===== src/rtl/ppu_vram_arbiter_if.sv =====
// Bus bundle between the PPU requesters, the VRAM arbiter and the external VRAM port.
// The arbiter connects through the slave modport; the requester/VRAM side uses master.
interface ppu_vram_arbiter_if;
    logic        render_req;
    logic [13:0] render_addr;
    logic        render_ack;
    logic        render_valid;
    logic [7:0]  render_data;

    logic        cpu_req;
    logic        cpu_we;
    logic [13:0] cpu_addr;
    logic [7:0]  cpu_wdata;
    logic        cpu_busy;
    logic        cpu_done;
    logic [7:0]  cpu_rdata;

    logic [13:0] vram_a;
    logic        vram_r;
    logic        vram_w;
    logic [7:0]  vram_dout;
    logic [7:0]  vram_din;

    modport master (
        output render_req, render_addr, cpu_req, cpu_we, cpu_addr, cpu_wdata, vram_din,
        input  render_ack, render_valid, render_data, cpu_busy, cpu_done, cpu_rdata,
        input  vram_a, vram_r, vram_w, vram_dout
    );

    modport slave (
        input  render_req, render_addr, cpu_req, cpu_we, cpu_addr, cpu_wdata, vram_din,
        output render_ack, render_valid, render_data, cpu_busy, cpu_done, cpu_rdata,
        output vram_a, vram_r, vram_w, vram_dout
    );
endinterface


===== src/rtl/ppu_vram_arbiter.sv =====
// Two-phase VRAM arbiter: render fetches have priority, CPU accesses wait in a one-entry latch.
// Define PPU_ARB_STARVE_GUARD_EN to force a starved CPU access ahead after STARVE_MAX ticks.
module ppu_vram_arbiter #(
    parameter int STARVE_MAX = 16
) (
    input  logic               clk,
    input  logic               reset,
    input  logic               ce,
    ppu_vram_arbiter_if.slave  bus
);

    localparam logic [1:0] ST_IDLE = 2'd0;
    localparam logic [1:0] ST_ADDR = 2'd1;
    localparam logic [1:0] ST_DATA = 2'd2;

    localparam logic OWN_RENDER = 1'b0;
    localparam logic OWN_CPU    = 1'b1;

    logic [1:0]  state;
    logic        owner;
    logic        cur_we;
    logic        pend_valid;
    logic        busy;
    logic        pend_we;
    logic [13:0] pend_addr;
    logic [7:0]  pend_wdata;
    logic [13:0] addr_q;
    logic [7:0]  dout_q;
    logic [7:0]  render_data_q;
    logic [7:0]  cpu_rdata_q;
    logic        render_valid_q;
    logic        cpu_done_q;
    logic        grant_slot;
    logic        force_cpu;
    logic        grant_cpu;
    logic        grant_render;

    // pend_valid means "waiting for a grant"; busy stays up until the done pulse.
    assign grant_slot   = (state == ST_IDLE) || (state == ST_DATA);
    assign grant_cpu    = grant_slot && pend_valid && (force_cpu || !bus.render_req);
    assign grant_render = grant_slot && bus.render_req && !force_cpu;

`ifdef PPU_ARB_STARVE_GUARD_EN
    localparam logic [4:0] STARVE_LIM = 5'(STARVE_MAX);

    logic [4:0] starve_cnt;

    always_ff @(posedge clk) begin
        if (reset) begin
            starve_cnt <= 5'd0;
        end else if (ce) begin
            if (grant_cpu) begin
                starve_cnt <= 5'd0;
            end else if (pend_valid && (starve_cnt != 5'd31)) begin
                starve_cnt <= starve_cnt + 5'd1;
            end
        end
    end

    assign force_cpu = pend_valid && (starve_cnt >= STARVE_LIM);
`else
    localparam logic [4:0] starve_lim_unused = 5'(STARVE_MAX);

    assign force_cpu = 1'b0;
`endif

    always_ff @(posedge clk) begin
        if (reset) begin
            state          <= ST_IDLE;
            owner          <= OWN_RENDER;
            cur_we         <= 1'b0;
            pend_valid     <= 1'b0;
            busy           <= 1'b0;
            pend_we        <= 1'b0;
            pend_addr      <= 14'd0;
            pend_wdata     <= 8'd0;
            addr_q         <= 14'd0;
            dout_q         <= 8'd0;
            render_data_q  <= 8'd0;
            cpu_rdata_q    <= 8'd0;
            render_valid_q <= 1'b0;
            cpu_done_q     <= 1'b0;
        end else if (ce) begin
            render_valid_q <= 1'b0;
            cpu_done_q     <= 1'b0;

            if (cpu_done_q) begin
                busy <= 1'b0;
            end
            if (bus.cpu_req && !busy) begin
                pend_valid <= 1'b1;
                busy       <= 1'b1;
                pend_we    <= bus.cpu_we;
                pend_addr  <= bus.cpu_addr;
                pend_wdata <= bus.cpu_wdata;
            end

            if (state == ST_DATA) begin
                if (owner == OWN_RENDER) begin
                    render_data_q  <= bus.vram_din;
                    render_valid_q <= 1'b1;
                end else begin
                    if (!cur_we) begin
                        cpu_rdata_q <= bus.vram_din;
                    end
                    cpu_done_q <= 1'b1;
                end
            end

            // A grant on the tick leaving DATA gives back-to-back accesses.
            if (state == ST_ADDR) begin
                state <= ST_DATA;
            end else if (grant_cpu) begin
                state      <= ST_ADDR;
                owner      <= OWN_CPU;
                cur_we     <= pend_we;
                addr_q     <= pend_addr;
                dout_q     <= pend_wdata;
                pend_valid <= 1'b0;
            end else if (grant_render) begin
                state  <= ST_ADDR;
                owner  <= OWN_RENDER;
                cur_we <= 1'b0;
                addr_q <= bus.render_addr;
            end else begin
                state <= ST_IDLE;
            end
        end
    end

    assign bus.render_ack   = (state == ST_ADDR) && (owner == OWN_RENDER);
    assign bus.vram_r       = (state == ST_ADDR) && !cur_we;
    assign bus.vram_w       = (state == ST_ADDR) && cur_we;
    assign bus.vram_a       = addr_q;
    assign bus.vram_dout    = dout_q;
    assign bus.render_valid = render_valid_q;
    assign bus.render_data  = render_data_q;
    assign bus.cpu_busy     = busy;
    assign bus.cpu_done     = cpu_done_q;
    assign bus.cpu_rdata    = cpu_rdata_q;

endmodule

===== src/flat_wrapper.sv =====
// flat-port wrapper written by rule: the top's interface ports become plain ports
module ppu_vram_arbiter_flat 
#(
    parameter int STARVE_MAX = 16
)
  (clk, reset, ce, bus_render_req, bus_render_addr, bus_cpu_req, bus_cpu_we, bus_cpu_addr, bus_cpu_wdata, bus_vram_din, bus_render_ack, bus_render_valid, bus_render_data, bus_cpu_busy, bus_cpu_done, bus_cpu_rdata, bus_vram_a, bus_vram_r, bus_vram_w, bus_vram_dout);
  ppu_vram_arbiter_if bus_i ();
  input  logic clk;
  input  logic reset;
  input  logic ce;
  input wire logic [$bits(bus_i.render_req)-1:0] bus_render_req;
  input wire logic [$bits(bus_i.render_addr)-1:0] bus_render_addr;
  input wire logic [$bits(bus_i.cpu_req)-1:0] bus_cpu_req;
  input wire logic [$bits(bus_i.cpu_we)-1:0] bus_cpu_we;
  input wire logic [$bits(bus_i.cpu_addr)-1:0] bus_cpu_addr;
  input wire logic [$bits(bus_i.cpu_wdata)-1:0] bus_cpu_wdata;
  input wire logic [$bits(bus_i.vram_din)-1:0] bus_vram_din;
  output wire logic [$bits(bus_i.render_ack)-1:0] bus_render_ack;
  output wire logic [$bits(bus_i.render_valid)-1:0] bus_render_valid;
  output wire logic [$bits(bus_i.render_data)-1:0] bus_render_data;
  output wire logic [$bits(bus_i.cpu_busy)-1:0] bus_cpu_busy;
  output wire logic [$bits(bus_i.cpu_done)-1:0] bus_cpu_done;
  output wire logic [$bits(bus_i.cpu_rdata)-1:0] bus_cpu_rdata;
  output wire logic [$bits(bus_i.vram_a)-1:0] bus_vram_a;
  output wire logic [$bits(bus_i.vram_r)-1:0] bus_vram_r;
  output wire logic [$bits(bus_i.vram_w)-1:0] bus_vram_w;
  output wire logic [$bits(bus_i.vram_dout)-1:0] bus_vram_dout;
  assign bus_i.render_req = bus_render_req;
  assign bus_i.render_addr = bus_render_addr;
  assign bus_i.cpu_req = bus_cpu_req;
  assign bus_i.cpu_we = bus_cpu_we;
  assign bus_i.cpu_addr = bus_cpu_addr;
  assign bus_i.cpu_wdata = bus_cpu_wdata;
  assign bus_i.vram_din = bus_vram_din;
  assign bus_render_ack = bus_i.render_ack;
  assign bus_render_valid = bus_i.render_valid;
  assign bus_render_data = bus_i.render_data;
  assign bus_cpu_busy = bus_i.cpu_busy;
  assign bus_cpu_done = bus_i.cpu_done;
  assign bus_cpu_rdata = bus_i.cpu_rdata;
  assign bus_vram_a = bus_i.vram_a;
  assign bus_vram_r = bus_i.vram_r;
  assign bus_vram_w = bus_i.vram_w;
  assign bus_vram_dout = bus_i.vram_dout;
  ppu_vram_arbiter #(.STARVE_MAX(STARVE_MAX)) u_core (.clk(clk), .reset(reset), .ce(ce), .bus(bus_i));
endmodule

===== config.mk =====
export PLATFORM = sky130hd
export DESIGN_NAME = ppu_vram_arbiter_flat
export DESIGN_NICKNAME = d
export VERILOG_FILES = /design/src/rtl/ppu_vram_arbiter_if.sv /design/src/rtl/ppu_vram_arbiter.sv /design/src/flat_wrapper.sv
export SDC_FILE = /design/constraint.sdc
export NUM_CORES = 1
export LEC_CHECK = 0
export ABC_CLOCK_PERIOD_IN_PS = 1800
export CAP_MARGIN = 20
export CORE_UTILIZATION = 45
export DETAILED_ROUTE_END_ITERATION = 10
export MAX_ROUTING_LAYER = met4
export PLACE_DENSITY_LB_ADDON = 0.08
export SLEW_MARGIN = 40
export SYNTH_ARGS = -nofsm -noshare
export SYNTH_HDL_FRONTEND = slang
export SYNTH_SLANG_ARGS = --single-unit

===== constraint.sdc =====
create_clock -name clk -period 1.8 [get_ports clk]
set_input_delay 0.36 -clock clk [delete_from_list [all_inputs] [get_ports clk]]
set_output_delay 0.36 -clock clk [all_outputs]
set_load 0.01 [all_outputs]

==> summary.md <==
| Metric | Value |
|---|---|
| Syn_area_per_cell | `~8.5 sq um` |
| Largest net degree at the start of global routing | `37` |
| Total power | `approximately 3.2 mW` |
| R2r setup slk | `130 ps` |
| Layout cells sized above 1 | `between 10% and 20%` |
| RSZ-0062 raised after global routing | `no` |
| Leakage | `approximately 1.4 nW` |
| Crit path launch type | `input port` |
| Critical path class | `in -> reg` |
| Crit Reg-Reg Startpoint | `u_core.state[0]` |
| Min Tclk post-route | `1740 ps` |
| CP max-delay cell | `nor2_2` |
| Full die area | `~0.0066 sq mm` |
| Antenna viol nets, final | `0` |
| Slowest stage delay, CP | `between 600 and 700 ps` |
| Hold-fix buffers, CTS | `0` |
| Hold_sp | `reset` |
| Relative slew margins | `approximately 45%` |
| # Max-Cap Violations | `0` |
| Vias post-DR | `2584` |
| TritonCTS clock tree | `built` |
| Req. time, crit path | `roughly 2000 ps` |
| GR Overflow Total | `0` |
| Routability Congestion | `slightly above 0.7` |
| Clock Root Buffer | `clkbuf_8` |
| Setup Buffers After CTS | `0` |
| Crit Path Max Fanout | `14` |
| All-layer global routing usage | `a little under a quarter` |
| Cell taking the most area after synthesis | `dfxtp_1` |
| WL/cell | `between 10 and 15 um` |
| Worst-Margin Slew | `827 ps` |
| Post-DP HPWL | `between 4 and 5 mm` |
| Number of setup violations in the final report | `0` |
| CTS buffer count | `9` |
| Pre-antenna DRT Iters | `4` |
| Hold depth | `2` |
| # DRC | `0` |
| Most frequent cell after synthesis | `nand2_1` |
| Mapped Nets | `around 380` |
| Chip height | `around 81 um` |
| Initial DRC Count | `between 100 and 150` |
| Clock Sink Count | `~70` |
| IO Port Bufs | `between 90 and 100` |
| First-pass GRT wire length | `11.0 mm` |
| Leading cell types by count after synthesis | `nand2_1 (110), dfxtp_1 (69), a21oi_1 (59)` |
| Async set-reset flop share out of synthesis | `0%` |
| Util after Layout | `about 70%` |
| Die Width | `a little over 80 um` |
| Fmax | `576 MHz` |
| Ant diodes | `0` |
| Total routed wirelength | `~6.6 mm` |
| Seq cells post-synth | `69` |
| RR Endpoint | `u_core.bus.vram_a[4]` |
| Status | `completed` |
| Antenna violations before repair | `0` |
| Worst R2R Path Depth | `4` |
| Synthesized cell area | `around 0.0028 sq mm` |
| Fin crit share | `between 90% and 100%` |
| Max Root-Sink Buffers | `2` |
| Cells after synthesis | `between 300 and 400` |
| Vias per cell | `5.11` |
| Effective utilization at floorplan | `between 40% and 50%` |
| Vias in the first global route | `2412` |
| Peak supply drop | `between 400 and 500 uV` |
| Type of element capturing the critical path | `flop` |
| Power density cells | `781 mW/mm^2` |
| Hold Path Class | `in -> reg` |
| Max Transition Viols Final | `0` |
| Post-synth EDFFs | `0` |
| Most area-consuming cells after synthesis | `dfxtp_1 (49%), nand2_1 (15%), a21oi_1 (11%), a311oi_2 (5.3%), nand2b_1 (3.8%)` |
| Post-synth top flop | `dfxtp_1` |
| Worst-Skew Late Latency | `between 300 and 400 ps` |
| Number of H-tree levels | `3` |
| WP data arrival | `1900 ps` |
| Seq/Total Area, Yosys | `between 40% and 50%` |
| Clock Pin Slew Worst Setup and Hold Paths | `70 ps` |
| Final number of hold-violating endpoints | `0` |
| Post-synth cell types | `30` |
| Critical path cell sequence | `clkdlybuf4s50_1 -> nor2_1 -> nor2_2 -> a311oi_2` |
| YS warnings | `0` |
| Post-CTS Resized | `3` |
| Synth top area share | `between 40% and 50%` |
| Row Count | `28` |
| Hold EP | `u_core.pend_addr[2]` |
| P&R area growth vs syn | `45.0%` |
| Top Ports | `94` |
| CP delay by family, top | `simple AND/OR/NAND/NOR gates` |
| NumNets Final | `around 480` |
| Core Area | `roughly 0.0060 sq mm` |
| Clock Skews | `a little over 6 ps` |
| CP Buf/Inv Count | `1` |
[power by group]
group | switching [mW] | internal [mW]
clock | 0.517 | 0.556
combinational | 0.213 | 0.270
sequential | 0.0364 | 1.59
total | 0.767 | 2.41
[worst max path at each step]
stage | depth (start not counted) | slack (ps) | to | start
final | 4 | 60 | u_core.bus.vram_a[4] | bus_render_req
after global routing | 4 | 0.5 | u_core.bus.vram_a[4] | bus_render_req
after CTS | 4 | 60 | u_core.bus.vram_a[4] | bus_render_req
after global placement | 4 | -210 | u_core.bus.vram_a[10] | bus_render_req
after detailed placement | 4 | -280 | u_core.bus.vram_a[4] | bus_render_req
after floorplan | 5 | 500 | u_core.bus.vram_a[3] | u_core.state[0]
[layout by cell type, fill, tap and decap left out, drive strengths merged]
cell type / n
clkdlybuf4s50: 89
and2b: 1
a2bb2oi: 1
nand3b: 1
or3b: 1
buf: 18
inv: 2
or2: 2
nor3b: 1
clkbuf: 12
and4bb: 1
mux2i: 8
and3b: 1
nor2: 10
nor2b: 1
dfxtp: 69
nand2b: 18
a21oi: 59
dlygate4sd2: 3
o21ai: 2
nand4bb: 2
clkinv: 2
nor4bb: 1
nand2: 110
a311oi: 14
nor3: 2
[per-layer routing]
layer  wire length, um  vias to the layer above  part of all wire [%]  global-route usage (%)
met5                 0                        -                     0                       -
met4                84                        0                   1.3                    9.11
met3               269                        8                   4.1                    5.62
met2              3330                       65                    50                    37.9
met1              2950                     1208                    44                    27.2
li1                  -                     1303                     -                       -
[per-stage QoR]
stage	setup TNS [ps]	worst slack [ps]	cell area, sq um	cells	hold WS [ps]
2_1_floorplan	0	501	2810	332	432
3_3_place_gp	-2960	-206	3910	492	436
3_5_place_dp	-4780	-280	3910	492	444
4_1_cts	0	62.2	4070	506	412
5_1_grt	0	0.469	4070	506	425
6_report	0	63.2	4070	506	422
[sequential cells by signal (all words and copies together) (netlist names), 2 cells and up]
signal / count
u_core.bus.vram_dout: 8
u_core.bus.cpu_rdata: 8
u_core.state: 2
u_core.pend_addr: 14
u_core.bus.vram_a: 14
u_core.pend_wdata: 8
u_core.bus.render_data: 8
[area by class of cell]
type | instances | area (sq um)
clock buffers | 12 | 155
clock inverters | 2 | 10.0
fillers | 517 | 1880
inverters | 2 | 7.51
multi-input cells | 236 | 1290
flip-flops and latches | 69 | 1380
well taps | 75 | 93.8
repair buffers | 110 | 1140
[logic make-up after synthesis]
logic type | Yosys count | share of synthesized area [%]
mux | 8 | 2.85
compound gates | 76 | 17.8
flops | 69 | 49.2
buf+inv | 27 | 4.94
simple gates | 152 | 25.3
Note: power is estimated with default switching activity, not from simulation.
==> edit (same flow settings) <==
Build with the macro `PPU_ARB_STARVE_GUARD_EN` defined.
--- a/src/rtl/ppu_vram_arbiter.sv
+++ b/src/rtl/ppu_vram_arbiter.sv
@@ -2,2 +2,4 @@
 // Define PPU_ARB_STARVE_GUARD_EN to force a starved CPU access ahead after STARVE_MAX ticks.
+`define PPU_ARB_STARVE_GUARD_EN
+
 module ppu_vram_arbiter #(
Check against the original RTL: same outputs for any inputs over 4 cycles, from zero or initial values and one cycle with reset high; that may be too few to reach the edited logic, so the function may still have changed.
==> edit against the original RTL <==
The run now ends with DRC left. Area after synthesis up 8.2%. Cell area up 5.8%. Global-route usage up 0.57 points. Power up 9.6%. Sequential cell count up 5. Setup slack better by 0.028 ns. Wire length up 20%.
==> edit: results (changes against the original RTL) <==
GRT
  – Vias in the first global route: 2629 (was 2412)
  – Global-route wire length before repair: 12900 um (was 11000 um)
  – Largest net degree at the start of global routing: 54 (was 37)
  – Initial antenna violation count: 0 (unchanged)
  – GRT Total Usage: 23.7% (was 23.1%)

Finish
  – # fillers: 571 (was 517)
  – Post-layout nets: 508 (was 478)
  – Layout cells sized above 1: 9.35% (was 11.1%)

Power and ir drop
  – P_int: 2.63 mW (was 2.41 mW)
  – Maximum VDD drop: 0.512 mV (was 0.471 mV)
  – Lkg Pwr: 1.52 nW (was 1.44 nW)
  – Comb. pwr: 507 uW (was 483 uW)
  – Power per Cell Area: 809 nW/um^2 (was 781 nW/um^2)

Detailed routing
  – Routed length per instance: 14.8 um (was 13.1 um)
  – First-pass DRT Iterations: 8 (was 4)
  – DRC violations left: 14 (was 0)
  – Vias: 2957 (was 2584)

Placed design
  – Place WS: -0.0809 ns (was -0.280 ns)
  – HPWL reported at the end of detailed placement: 5410 um (was 4740 um)
  – Placer congestion estimate: 0.857 (was 0.727)

Yosys
  – Part of the Yosys area used for sequential elements: 48.8% (was 49.2%)
  – Post-Synthesis Net Count: 417 (was 382)
  – Syn. warnings: 0 (unchanged)
  – Post-synth top cells: dfxtp_1, a21oi_1, nand2_1 (was nand2_1, dfxtp_1, a21oi_1)
  – Area contributors post-synth: dfxtp_1, a21oi_1, nand2_1 (was dfxtp_1, nand2_1, a21oi_1)
  – Post-synth cell types: 36 (was 30)
  – Asr flop ratio synth: 0% (unchanged)

Outcome
  – Status: finished with violations (was complete, no violations)
  – Failing checks: DRC

Clocking
  – Clk_lat worst skew: 0.34 ns
  – Total CTS buffers: 9 (unchanged)

Worst hold path
  – Hold Crit Class: flop to flop (was input port to flop)
  – Hold_sp: u_core.bus.render_data[1]$_SDFFE_PP0P_ (was reset)

Timing
  – Slew @ Worst Pin: 0.598 ns (was 0.827 ns)
  – Clock skew: 0.00547 ns (was 0.00609 ns)

Setup path
  – CP Data Arrival Time: 1.97 ns (was 1.90 ns)
  – Critical Path Start: u_core.starve_cnt[0]$_SDFFE_PP0P_ (was bus_render_req)
  – Worst-path fanout max: 3 (was 14)
-- edit: area by class of cell --
| class | instances | area, sq um | area share, % |
|---|---|---|---|
| Clock buffer | 12 | 145 | 3.37 |
| Clock inverter | 3 | 40.0 | 0.929 |
| Inverter | 2 | 7.51 | 0.174 |
| Multi-Input combinational cell | 254 | 1390 | 32.2 |
| Sequential cell | 74 | 1480 | 34.4 |
| Tap cell | 77 | 96.3 | 2.24 |
| Timing Repair Buffer | 115 | 1150 | 26.7 |
-- edit: timing repair --
item / in CTS / in global routing
hold buffers: 0 / 0
pin swaps: 0 / 1
buffers inserted: 0 / 0
hold endpoints to repair: 0 / 0
setup endpoints to repair: 3 / 1
gates cloned: 0 / 0
gates resized for setup: 4 / 0
-- edit: layer usage --
layer | track usage (%) | share of wire, % | vias up
li1 | - | - | 1477
met1 | 34.5 | 47 | 1382
met2 | 33.3 | 46 | 89
met3 | 3.74 | 5.4 | 9
met4 | 7.99 | 1.3 | 0
met5 | - | 0 | -
-- edit: cell families (layout without fill, tap and decap cells) --
group | Yosys count | count (layout) | synth area share (%)
AO/OA/AOI/OAI | 117 | 117 | 22.0
multiplexers | 2 | 2 | 0.659
flip-flops | 74 | 74 | 48.8
XOR/XNOR | 2 | 2 | 0.577
AND/OR/NAND/NOR | 131 | 131 | 21.5
adder cells (fa/ha/maj) | 2 | 2 | 0.824
buffers and inverters | 37 | 132 | 5.72
-- edit: per-stage QoR --
step	std cells	hold slack (ns)	util, %	cell area (sq um)	TNS [ns]
2_1_floorplan	365	0.437	-	3040	0
3_3_place_gp	522	0.442	64.2	4120	-3.70
3_5_place_dp	522	0.446	64.3	4130	-1.43
4_1_cts	537	0.456	67.1	4310	0
5_1_grt	537	0.475	67.1	4310	0
6_report	537	0.455	67.1	4310	0
-- edit: worst paths after layout --
| kind | end | slack (ns) | cells past startpoint |
|---|---|---|---|
| worst max register to register | u_core.starve_cnt[3]$_SDFFE_PP0P_ | 0.09 | 6 |
| worst min register to register | u_core.bus.render_data[1]$_SDFFE_PP0P_ | 0.45 | 2 |
| worst min-delay path | u_core.bus.render_data[1]$_SDFFE_PP0P_ | 0.45 | 2 |
| worst max-delay path | u_core.starve_cnt[3]$_SDFFE_PP0P_ | 0.09 | 6 |
-- edit: critical path, stage by stage, from the launching register on --
cell,delay [ns]
dfxtp_1,0.33
ha_1,0.21
and3_1,0.18
ha_1,0.19
nand3b_4,0.15
or3_1,0.38
a211oi_2,0.19
